==> src/rtl/exe_mem_stage.sv <==
// exe_mem_stage: EXE->MEM boundary, 2-entry skid buffer plus NZCV status.
// Optional macro EXE_STATUS_BYPASS_EN forwards the carry being written.
module exe_mem_stage #(
    parameter int DW = 32,
    parameter int RW = 4
) (
    input  logic          clk,
    input  logic          rst_n,
    input  logic          valid_in,
    output logic          ready_out,
    input  logic [DW-1:0] alu_res,
    input  logic [3:0]    nzcv_in,
    input  logic          s_bit,
    input  logic          wb_en_in,
    input  logic          mem_r_en_in,
    input  logic          mem_w_en_in,
    input  logic [RW-1:0] dest_in,
    input  logic [DW-1:0] val_rm_in,
    input  logic          flush,
    output logic          valid_out,
    input  logic          ready_in,
    output logic [DW-1:0] alu_res_out,
    output logic          wb_en_out,
    output logic          mem_r_en_out,
    output logic          mem_w_en_out,
    output logic [RW-1:0] dest_out,
    output logic [DW-1:0] val_rm_out,
    output logic [3:0]    status_out,
    output logic          c_out
);

    typedef struct packed {
        logic [DW-1:0] alu_res;
        logic          wb_en;
        logic          mem_r_en;
        logic          mem_w_en;
        logic [RW-1:0] dest;
        logic [DW-1:0] val_rm;
    } ent_t;

    typedef enum logic [1:0] {
        EMPTY = 2'd0,
        ONE   = 2'd1,
        FULL  = 2'd2
    } state_t;

    state_t     state;
    state_t     state_nxt;
    ent_t       head;
    ent_t       skid;
    ent_t       head_nxt;
    ent_t       skid_nxt;
    ent_t       in_ent;
    logic       ready_q;
    logic       accept;
    logic       pop;
    logic [3:0] status_q;

    assign in_ent = {alu_res, wb_en_in, mem_r_en_in, mem_w_en_in,
                     dest_in, val_rm_in};

    assign valid_out = (state != EMPTY);
    assign ready_out = ready_q;
    assign accept    = valid_in & ready_q & ~flush;
    assign pop       = valid_out & ready_in;

    always_comb begin
        state_nxt = state;
        head_nxt  = head;
        skid_nxt  = skid;
        unique case (state)
            EMPTY: begin
                if (accept) begin
                    head_nxt  = in_ent;
                    state_nxt = ONE;
                end
            end
            ONE: begin
                if (accept && pop) begin
                    head_nxt = in_ent;
                end else if (accept) begin
                    skid_nxt  = in_ent;
                    state_nxt = FULL;
                end else if (pop) begin
                    state_nxt = EMPTY;
                end
            end
            FULL: begin
                if (pop) begin
                    head_nxt  = skid;
                    state_nxt = ONE;
                end
            end
            default: state_nxt = EMPTY;
        endcase
        // flushed entries leave payload untouched so it stays quiet
        if (flush) begin
            state_nxt = EMPTY;
            head_nxt  = head;
            skid_nxt  = skid;
        end
    end

    always_ff @(posedge clk) begin
        if (!rst_n) begin
            state    <= EMPTY;
            head     <= '0;
            skid     <= '0;
            ready_q  <= 1'b1;
            status_q <= 4'b0000;
        end else begin
            state   <= state_nxt;
            head    <= head_nxt;
            skid    <= skid_nxt;
            ready_q <= (state_nxt != FULL);
            if (accept && s_bit) begin
                status_q <= nzcv_in;
            end
        end
    end

    assign alu_res_out  = head.alu_res;
    assign wb_en_out    = head.wb_en;
    assign mem_r_en_out = head.mem_r_en;
    assign mem_w_en_out = head.mem_w_en;
    assign dest_out     = head.dest;
    assign val_rm_out   = head.val_rm;
    assign status_out   = status_q;

`ifdef EXE_STATUS_BYPASS_EN
    assign c_out = (accept & s_bit) ? nzcv_in[1] : status_q[1];
`else
    assign c_out = status_q[1];
`endif

endmodule
==> config.mk <==
export PLATFORM = sky130hd
export DESIGN_NAME = exe_mem_stage
export DESIGN_NICKNAME = d
export VERILOG_FILES = /design/src/rtl/exe_mem_stage.sv
export SDC_FILE = /design/constraint.sdc
export NUM_CORES = 1
export LEC_CHECK = 0
export CORE_MARGIN = 2
export CORE_UTILIZATION = 55
export CTS_CLUSTER_DIAMETER = 50
export DETAILED_ROUTE_END_ITERATION = 6
export GPL_TIMING_DRIVEN = 0
export PLACE_DENSITY = 0.86
export SYNTH_ARGS = -nofsm -noshare
export SYNTH_HDL_FRONTEND = slang
export SYNTH_SLANG_ARGS = --single-unit
==> constraint.sdc <==
create_clock -name clk -period 3.2 [get_ports clk]
set_clock_uncertainty 0.05 [all_clocks]
set_input_delay 0.48 -clock clk [delete_from_list [all_inputs] [get_ports clk]]
set_output_delay 0.48 -clock clk [all_outputs]
set_load 0.1 [all_outputs]
-- Yosys cells after proc, flatten, opt, wreduce, memory -nomap -nowiden
Index checks and enable logic that the tools add are counted.
- bits in registers: 149
- bits of input ports: 81
- output and inout port bits: 78
- logic and storage cells: 44
- eq/ne operators: 6
- multiplexer cells: 11
- bitwise gates (word level): 5
- reductions and logical operators: 7
- operator list (kind ; number):
    71-bit two-way mux ; 3
    71-bit case mux with 3 select lines ; 1
    2-bit two-way mux ; 6
    2-bit != test, second input constant ; 4
    2-bit case mux with 3 select lines ; 1
    5-bit AND reduction ; 1
    4-bit AND reduction ; 1
    1-bit AND ; 3
    3-bit nonzero test ; 1
    2-bit by 1-bit == test with 1-bit output, second input constant ; 1
    2-bit == test, second input constant ; 1
    1-bit logical AND ; 2
    2-bit zero test ; 1
    1-bit NOT ; 2
    2-bit nonzero test ; 1

-- Logic depth before layout (Yosys ltp)
Gate-level depths: netlist of the first run.
- word-level depth: 8
- gate-level depth with buffers: 6

-- Worst setup path before layout of the first run
Ideal clock, no wire load.
- kind: reg-to-reg
- start: register ready_q, in the netlist ready_out
- end: register head, in the netlist alu_res_out[10]
- library setup time: 0.146 ns
- arrival: 1.855 ns
- data required time: 3.004 ns
- slack: 1.149 ns
- cell stages (with the launch flop): 7
- path buffers: 3
- clock period less this slack: 2.051 ns
- cells stage by stage: dfxtp_1 and2_1 buf_2 a31o_4 buf_12 buf_12 a211oi_2
- word-level cells in the longest chain between the ends: 5
- elaborated cells between the ends (all ways): 6
- classes of those cells: 2 x eq/ne; 2 x bitwise; 2 x reduce/logical
- RTL lines (what ; RTL line ; text):
    from (decl) ; 54 ; logic ready_q;
    from (signal assigned) ; 115 ; ready_q <= (state_nxt != FULL);
    1-bit AND (*) (2 in series) ; 64 ; assign accept = valid_in & ready_q & ~flush;
    1-bit logical AND ; 79 ; if (accept && pop) begin
    2-bit != test (no source line) ; - ;
    5-bit AND reduction (no source line) (*) ; - ;
    to (signal assigned) ; 113 ; head <= head_nxt;
    to (decl) ; 49 ; ent_t head;
Mark *: on every way between the ends. The rest lies on a longest branch, timed or not.
A chain may end at the register's enable or synchronous reset.

-- Worst setup path after layout of the first run
- start: register state[1]
- end: output port valid_out
- word-level cells in the longest chain between the ends: 1
- RTL lines (what ; RTL line ; text):
    from (decl) ; 47 ; state_t state;
    from (signal assigned) ; 112 ; state <= state_nxt;
    2-bit nonzero test ; 62 ; assign valid_out = (state != EMPTY);
    to (decl) ; 20 ; output logic valid_out,
Every way passes these cells.

==> impl_results.md, run 1 <==
- Max-cap violation count: 0
- Worst reg-to-reg path cell count: 4
- CP arrival: between 2 and 2.5 ns
- Total CTS buffers: 17
- Synth Area in XOR/XNOR: 0%
- Die Span Y: 118 µm
- Total GRT Usage: 30.9%
- CTS tree: done
- FF+latch count, synth: roughly 150
- CP max stage delay: approximately 1.1 ns
- WS Path Type: reg -> out
- Die width: 118 µm
- Top-count cell post-synth: dfxtp_1
- Largest net degree at the start of global routing: 17
- Clk slew on worst S/H paths: roughly 0.06 ns
- PD cells: 533 nW/µm²
- Status: finished, final reports clean
- Core outline area: 12,600 µm²
- Post-CTS Hold Buffers: 0
- Synth Instances: just over 700
- Syn Area/Cell: 10.1 µm²
- Syn_nets: approximately 800
- Routed vias: slightly below 7,000
- Fin. Hold Viols: 0
- Die area: 13,900 µm²
- R2r endpoint: alu_res_out[12]$_SDFFE_PN0P_
- Most frequent cells after synthesis: dfxtp_1, a21oi_1, nand3_1
- Number of synthesized flops with an enable pin: 0
- Initial Utilization: 56.5%
- Clock Path Buffers: 2
- Port Buf Inserts: around 160
- Top cell type's share of synthesized area: between 40% and 50%
- Highest routed layer: met5
- Fmax: around 360 MHz
- Worst path required time: 2.67 ns
- Post-DP HPWL: 15.3 mm
- Share of layout cells above drive strength 1: between 10% and 20%
- WHS Path Cells: 2
- CP Max Fanout: 7
- FP Rows: 41
- Drt via density: 6.31
- DR pass1 iterations: 5
- Post-layout nets: 965
- Cell variety after synth: 33
- Largest delay share family, worst path: buffers and inverters
- Largest area contributor in the synthesized netlist: dfxtp_1
- Worst Max-Slew Pin Slew: ~1.0 ns
- Routed length per instance: about 21 µm
- Antenna diodes: 0
- Vias in the first global route: approximately 6,900
- Clock latency on the worst-skew pair: between 0.4 and 0.5 ns
- Post-Place Cells: 1,037
- Worst Hold Class: reg -> reg
- H-tree lvl count: 4
- Setup TNS: 0 ns
- Synth Area in Compound Gates: a little under a third
- Met3 wire len: 1.35 mm
- Clk sinks: roughly 150
- Final WL: around 22 mm
- Hold Crit Endpoint: status_out[2]$_SDFFE_PN0P_
- Drc violations: 0
- Met1 wire length: between 8 and 9 mm
- Global route total overflow: 0
- Worst rel slew slack: 29.8%
- Min-delay src: status_out[2]$_SDFFE_PN0P_
- Drt initial violations: ~580
- DRT antenna net count: 0
- Worst Hold Slack: roughly 0.41 ns
- Post-synthesis adder-cell area fraction: 0%
- Ports: 159
- Worst r2r src: state[1]$_SDFF_PN0_
- Fin util: between 70 and 80%
- Critical Path Start Type: register
- Critical path, cell by cell: inv_1 > nand2_1 > clkdlybuf4s50_1
- Slowest cell on crit path: clkdlybuf4s50_1
- Buf+Inv Stages, Crit Path: 2
- Simple-Gate Fraction of Synth Area: between 7 and 8%
- Yosys warning count: 0
- Synth area leaders: dfxtp_1, a211oi_2, mux2i_1
- Leakage: between 3 and 4 nW
- Root Buffer: clkbuf_16
- Min Tclk post-route: 2.79 ns
- Fraction of registers with async set or reset after synthesis: 0%
- Finished Layout Cells: ~1,100
- Largest family of logic cells by synthesized area: compound AO/OA/AOI/OAI gates
- Maximum VDD drop: ~0.00052 V
- GPL Wtd Cong: ~0.85
- Post-synthesis mux area share: about a tenth
- Final Cycle Share: between 80% and 90%
- Worst setup EP type: output port
- Global-route wire length before repair: approximately 34 mm
- R2R Setup Slk: 1.16 ns
- Slew Limit Fails: 0
- Met2 Wirelength: ~11 mm
- Ys flop type: dfxtp_1
- Area growth syn-to-layout: 33.4%
- Synth Cell Area: around 7100 µm²
- Finish-stage setup viols: 0
- RSZ-0062 raised after global routing: false
- Post-cts resize count: 0
- Seq/Total Area, Yosys: a little over two fifths
- Initial antenna violation count: 1
- Post-CTS Setup Repair Bufs: 0
## report_power, final
part | switching [mW] | internal, mW
Sequential | 0.0448 | 1.92
Clock | 0.730 | 1.25
Combinational | 0.770 | 0.344
Total | 1.55 | 3.52
## layout make-up
class                           count  area, µm²
Clock inverter                      4       70.1
Sequential cell                   149       2980
Buffer                             96        644
Multi-Input combinational cell    459       3490
Inverter                            3       11.3
Clock buffer                       24        512
Timing Repair Buffer              158       1580
Fill cell                         897       3120
Tap cell                          172        215
## layer usage
metal  up-vias  track usage (%)
li1       3077                -
met1      3256             35.0
met2       310             54.3
met3        76             6.98
met4         2             16.2
met5         -                0
## worst max-delay path by stage
stage	startpoint	endpoint	slack, ns	cells after the start
after floorplan	ready_out$_SDFF_PN1_	alu_res_out[10]$_SDFFE_PN0P_	1.15	6
after global routing	state[1]$_SDFF_PN0_	valid_out	0.37	3
after global placement	flush	val_rm_out[10]$_SDFFE_PN0P_	0.59	6
after CTS	state[1]$_SDFF_PN0_	valid_out	0.42	3
after detailed placement	flush	alu_res_out[10]$_SDFFE_PN0P_	0.60	5
final	state[1]$_SDFF_PN0_	valid_out	0.41	3
## stage by stage
stage / instance area, µm² / worst slack, ns / total power [mW]
floorplan: 7120 / 1.15 / 2.78
global placement: 8920 / 0.590 / 3.08
detailed placement: 8920 / 0.602 / 3.11
CTS: 9500 / 0.419 / 5.07
global route: 9500 / 0.373 / 5.20
finish: 9500 / 0.413 / 5.07
## cell families after synthesis
family,count (synthesis)
flip-flops,149
buffers and inverters,99
multiplexers,71
AO/OA/AOI/OAI,291
AND/OR/NAND/NOR,97
## layout by cell type, fill, tap and decap left out, drive strengths merged, types with 3 or more instances in the layout
master and n:
mux2i 71, nand3 76, clkdlybuf4s50 158, dfxtp 149, a21oi 76, nand2 5, a211oi 71, a311oi 71
clkbuf 70, inv 3, o21ai 71, nand2b 3, buf 50
## sequential cells by signal, summed over array words and instances (netlist names), 2 cells and up
register and count:
alu_res_out 32, dest_out 4, skid 71, state 2, status_out 4, val_rm_out 32
## worst min-delay path: stages (launching register included)
cell	delay, ns
dfxtp_1	0.31
nand2_1	0.05
a21oi_1	0.06
Note: power is estimated with default switching activity, not from simulation.
==> run 2, diff against run 1 <==
Settings changed: REMOVE_ABC_BUFFERS set to 1.
==> impl_results.md, run 2 (synthesized netlist as in run 1, its figures left out) <==
- Final WL: 21.3 mm (-3.2%)
- Finished Layout Cells: 991 (-6.9%)
- Logic pwr share: 21.6% (-0.4 points)
- Post-CTS Hold Buffers: 0 (unchanged)
- Worst Max-Slew Pin Slew: 1.02 ns (-0.0257 ns)
- Fmax: 354 MHz (-1.3%)
- Total power: 5.04 mW (-0.51%)
- Clk slew on worst S/H paths: 0.06 ns (about the same)
- WS Path Type: reg -> out
- DRT antenna net count: 0 (unchanged)
- Clock latency on the worst-skew pair: 0.42 ns (about the same)
- FP Rows: 41 (unchanged)
- Die Span Y: 118 µm (unchanged)
- Switch share: 31.2% (+0.65 points)
- Leakage: 3.44 nW (-4.5%)
- Total CTS buffers: 17 (unchanged)
- CTS tree: done
- Post-DP HPWL: 12.3 mm (-19%)
- CP arrival: 2.29 ns (+0.03 ns)
- Root Buffer: clkbuf_16
- Core outline area: 12,600 µm² (unchanged)
- Ports: 159 (unchanged)
- Max-cap violation count: 0 (unchanged)
- Share of layout cells above drive strength 1: 15.8% (-2.4 points)
- Post-Place Cells: 960 (-7.4%)
- Worst setup EP type: output port
- Commonest non-fill, non-tap cells in the layout: clkdlybuf4s50_1, dfxtp_1, nand3_1, a21oi_1
- Post-layout nets: 889 (-7.9%)
- Initial Utilization: 56.5% (unchanged)
- DR pass1 iterations: 5 (unchanged)
- Global route total overflow: 0 (unchanged)
- Finish-stage setup viols: 0 (unchanged)
- Min Tclk post-route: 2.82 ns (+0.0360 ns)
- Critical Path Start Type: register
- Worst Hold Class: reg -> reg
- Total GRT Usage: 29.6% (-1.3 points)
- Antenna diodes: 0 (unchanged)
- Internal: 3.47 mW (-1.4%)
- Die width: 118 µm (unchanged)
- Port Buf Inserts: 158 (unchanged)
- Critical Path Source: state[1]$_SDFF_PN0_
- Global-route wire length before repair: 33.8 mm (-2.1%)
- Vias in the first global route: 6,678 (-3.4%)
- Initial antenna violation count: 0 (-1)
- Status: finished, final reports clean
- Fin util: 73.3% (-2.0 points)
- H-tree lvl count: 4 (unchanged)
- Clk sinks: 149 (unchanged)
- RSZ-0062 raised after global routing: false
- Max reg flops: 71 (unchanged)
- Drt via density: 6.62 (+4.9%)
- Switching pwr: 1.57 mW (+1.6%)
- Largest net degree at the start of global routing: 90 (+73)
- Final Cycle Share: 88.2% (+1.1 points)
- Routed length per instance: 21.5 µm (+4.1%)
- Sequential Power Share: 39.1% (+0.2 points)
- Slew Limit Fails: 0 (unchanged)
- Fin. Hold Viols: 0 (unchanged)
- CP Max Fanout: 7 (unchanged)
- Worst r2r src: state[1]$_SDFF_PN0_
- Min-delay src: status_out[3]$_SDFFE_PN0P_
- Worst Hold Slack: 0.426 ns (+0.0140 ns)
- GPL Wtd Cong: 0.751 (-12%)
- Clk pwr share: 39.3% (+0.2 points)
- Most flops, register: skid
- Drt initial violations: 645 (+12%)
- Most common cell after layout, fill and taps aside: clkdlybuf4s50_1
- Drc violations: 0 (unchanged)
- Area growth syn-to-layout: 29.9%
- Routed vias: 6,563 (-2.4%)
- Maximum VDD drop: 0.000313 V (-40%)
- Worst rel slew slack: 31.5% (+1.7 points)
- Die area: 13,900 µm² (unchanged)
- Worst path required time: 2.67 ns (about the same)
- Post-CTS Setup Repair Bufs: 0 (unchanged)
- PD cells: 545 nW/µm² (+2.2%)
- Clock Path Buffers: 2 (unchanged)
run 2: worst paths after layout:
check	end	slack, ns	depth (start not counted)
max	valid_out	0.38	3
min	status_out[3]$_SDFFE_PN0P_	0.43	2
max reg2reg	dest_out[0]$_SDFFE_PN0P_	0.62	4
min reg2reg	status_out[3]$_SDFFE_PN0P_	0.43	2
run 2: metrics by stage:
step	TNS [ns]	cell area, µm²	worst slack (ns)
floorplan	-399.21	6480	-3.96
global placement	-993.76	8280	-8.68
detailed placement	-24.66	8650	-0.373
CTS	0	9240	0.0325
global route	0	9250	0.304
finish	0	9250	0.377
run 2: power groups by stage:
| stage | sequential [mW] | combinational, mW | clock [mW] |
|---|---|---|---|
| floorplan | 2.45 | 0.276 | 0 |
| CTS | 1.97 | 1.08 | 1.99 |
| finish | 1.97 | 1.09 | 1.98 |
| global route | 1.97 | 1.12 | 2.06 |
| global placement | 2.00 | 1.04 | 0 |
| detailed placement | 2.01 | 1.08 | 0 |
run 2: area by class of cell:
class                           instances  area [µm²]
Fill cell                             892        3370
Clock inverter                          8        98.8
Inverter                                3        16.3
Sequential cell                       149        2980
Multi-Input combinational cell        460        3550
Clock buffer                           22         484
Tap cell                              172         215
Timing Repair Buffer                  177        1900
run 2: critical path, stage by stage (launching register included):
cell and delay, ns:
dfxtp_1 0.53, inv_1 0.13, nand2_1 0.09, clkdlybuf4s50_1 1.12
run 2: repair_timing:
action / CTS / global route
endpoints found under the setup margin: 0 / 71
hold endpoints to repair: 0 / 0
resized for setup: 0 / 1
run 2: routing by layer:
metal / GRT usage [%] / wire length, µm
met1: 37.1 / 8500
met5: 0 / 0
met3: 6.20 / 1560
met4: 12.4 / 480
met2: 49.6 / 10700
==> run 3, diff against run 2 <==
Settings changed: CORE_UTILIZATION 55 to 35, PLACE_DENSITY 0.86 to unset, TNS_END_PERCENT set to 20.
==> impl_results.md, run 3 (synthesized netlist as in run 1, its figures left out) <==
- Status: finished, final reports clean
- Initial antenna violation count: 0 (unchanged)
- Total GRT Usage: 19.2% (-10 points)
- Post-CTS Hold Buffers: 0 (unchanged)
- Clock Path Buffers: 2 (unchanged)
- WHS Path Cells: 2 (unchanged)
- Post-DP HPWL: 12.3 mm (about the same)
- Design Area, Final: 9470 µm² (+2.4%)
- Ports: 159 (unchanged)
- Finish-stage setup viols: 0 (unchanged)
- Switching pwr: 1.63 mW (+3.5%)
- Routed length per instance: 19.1 µm (-11%)
- Critical path depth: 5 (+2)
- GR Util met3: 4.31% (-1.9 points)
- Root Buffer: clkbuf_16
- Area occupied by multi-input gates: 3540 µm² (-0.49%)
- Routed vias: 6,151 (-6.3%)
- DRT antenna net count: 0 (unchanged)
- H-tree lvl count: 4 (unchanged)
- Slowest cell on crit path: nand2b_4
- Die width: 147 µm (+24%)
- Clk pwr share: 42.1% (+2.8 points)
- Die Span Y: 147 µm (+24%)
- Clk slew on worst S/H paths: 0.06 ns (about the same)
- Fmax: 339 MHz (-4.4%)
- Fin. Hold Viols: 0 (unchanged)
- CTS tree: done
- Critical path, cell by cell: clkdlybuf4s50_1 > nand2b_4 > a31o_4 > buf_16 > a211oi_2
- Drc violations: 0 (unchanged)
- Commonest non-fill, non-tap cells in the layout: clkdlybuf4s50_1, dfxtp_1, nand3_1, a21oi_1
- CP Max Fanout: 74 (+67)
- Area growth syn-to-layout: 33.0%
- M2 GR Usage: 30.5% (-19 points)
- FILL cells: 1,859 (+110%)
- Sequential Area: 2980 µm² (unchanged)
- Min Tclk post-route: 2.95 ns (+0.129 ns)
- PD cells: 556 nW/µm² (+2.1%)
- Total CTS buffers: 17 (unchanged)
- Largest delay share family, worst path: buffers and inverters
- Max reg flops: 71 (unchanged)
- Final Cycle Share: 92.2% (+4.0 points)
- WS Path Type: in -> reg
- Antenna diodes: 0 (unchanged)
- Slew Limit Fails: 0 (unchanged)
- Placed cell areas: 8810 µm² (+1.8%)
- Most flops, register: skid
- Vias in the first global route: 6,048 (-9.4%)
- Global route total overflow: 0 (unchanged)
- CP max stage delay: 0.83 ns (-0.29 ns)
- Worst Hold Slack: 0.409 ns (-0.0165 ns)
- RSZ-0062 raised after global routing: false
- Worst setup EP type: register
- Setup TNS: 0 ns (unchanged)
- Switch share: 30.9% (-0.30 points)
- Post-CTS Setup Repair Bufs: 0 (unchanged)
- Drt via density: 5.63 (-15%)
- Initial Utilization: 35.4% (-21 points)
- Critical Path Start Type: input pin
- Logic pwr share: 20.6% (-1.0 points)
- Share of layout cells above drive strength 1: 15.8% (+0.064 points)
- FP Rows: 52 (+27%)
- Clk sinks: 149 (unchanged)
- GPL Wtd Cong: 0.650 (-13%)
- Largest net degree at the start of global routing: 80 (-11%)
- Die area: 21,500 µm² (+55%)
- Sequential Power Share: 37.3% (-1.8 points)
- Most common cell after layout, fill and taps aside: clkdlybuf4s50_1
- Clock latency on the worst-skew pair: 0.42 ns (about the same)
- Worst reg-to-reg path cell count: 5 (+1)
- Global-route wire length before repair: 33.5 mm (-0.73%)
- Port Buf Inserts: 158 (unchanged)
- Max-cap violation count: 0 (unchanged)
- Buf+Inv Stages, Crit Path: 2 (unchanged)
- GRT busiest layer: met2
- Drt initial violations: 381 (-41%)
- Worst Max-Slew Pin Slew: 1.03 ns (+0.0104 ns)
- Core outline area: 20,100 µm² (+59%)
- DR pass1 iterations: 5 (unchanged)
- Worst Hold Class: reg -> reg
- Worst path required time: 3.42 ns (+0.75 ns)
- Maximum VDD drop: 0.000344 V (+9.8%)
- Internal: 3.64 mW (+4.9%)
- CP arrival: 3.17 ns (+0.88 ns)
- Worst rel slew slack: 30.8% (-0.70 points)
- Post-layout nets: 890 (+0.11%)
- Met1 Use GR: 26.5% (-11 points)
- Leakage: 3.49 nW (+1.2%)
- Final WL: 20.8 mm (-2.2%)
- Post-cts resize count: 0 (unchanged)
run 3: changes by cell type in the layout (fill, tap and decap cells not counted):
cell,before,now
buf_6,10,5
buf_8,2,7
clkbuf_8,4,0
bufinv_16,2,5
clkinv_4,0,3
buf_12,2,4
clkbuf_1,1,3
a31o_4,2,1
clkinv_2,3,2
clkinvlp_4,2,1
run 3: worst paths after layout:
path | start | to | slack, ns
setup / recovery | ready_in | val_rm_out[9]$_SDFFE_PN0P_ | 0.25
hold / removal | status_out[0]$_SDFFE_PN0P_ | status_out[0]$_SDFFE_PN0P_ | 0.41
setup reg to reg | state[1]$_SDFF_PN0_ | val_rm_out[9]$_SDFFE_PN0P_ | 0.53
hold reg to reg | status_out[0]$_SDFFE_PN0P_ | status_out[0]$_SDFFE_PN0P_ | 0.41
run 3: final cells by class:
| cell class | count | area share, % |
|---|---|---|
| multi-input cells | 459 | 37.3 |
| clock buffers | 20 | 4.61 |
| inverters | 3 | 0.172 |
| clock inverters | 12 | 2.14 |
| flip-flops and latches | 149 | 31.5 |
| repair buffers | 179 | 20.7 |
| well taps | 270 | 3.57 |
run 3: metrics by stage:
step,power [mW],util (%),setup slack [ns],cells
finish,5.27,47.1,0.248,1092
floorplan,2.73,-,-3.96,611
CTS,5.31,47.0,0.0329,1091
global placement,3.06,41.8,-9.34,1039
detailed placement,3.09,43.8,-0.394,1059
global route,5.45,47.1,0.149,1092
run 3: power by group through the flow:
stage	Clock (mW)	Combinational (mW)	Sequential, mW
3_3_place_gp	0	1.06	2.00
5_1_grt	2.35	1.13	1.97
6_report	2.22	1.09	1.96
4_1_cts	2.26	1.09	1.96
3_5_place_dp	0	1.08	2.00
2_1_floorplan	0	0.276	2.45
run 3: worst reg2reg max path, stage by stage, from the launching register on:
cell,delay [ns]
dfxtp_1,0.56
nor4bb_4,0.60
buf_8,0.25
a31o_4,0.55
buf_16,0.34
a211oi_2,0.18
run 3: per-layer routing:
| layer | vias to the layer above | part of all wire [%] |
|---|---|---|
| met4 | 0 | 0.91 |
| met5 | - | 0 |
| met3 | 14 | 4.8 |
| met2 | 171 | 47 |
| li1 | 2933 | - |
| met1 | 3033 | 47 |
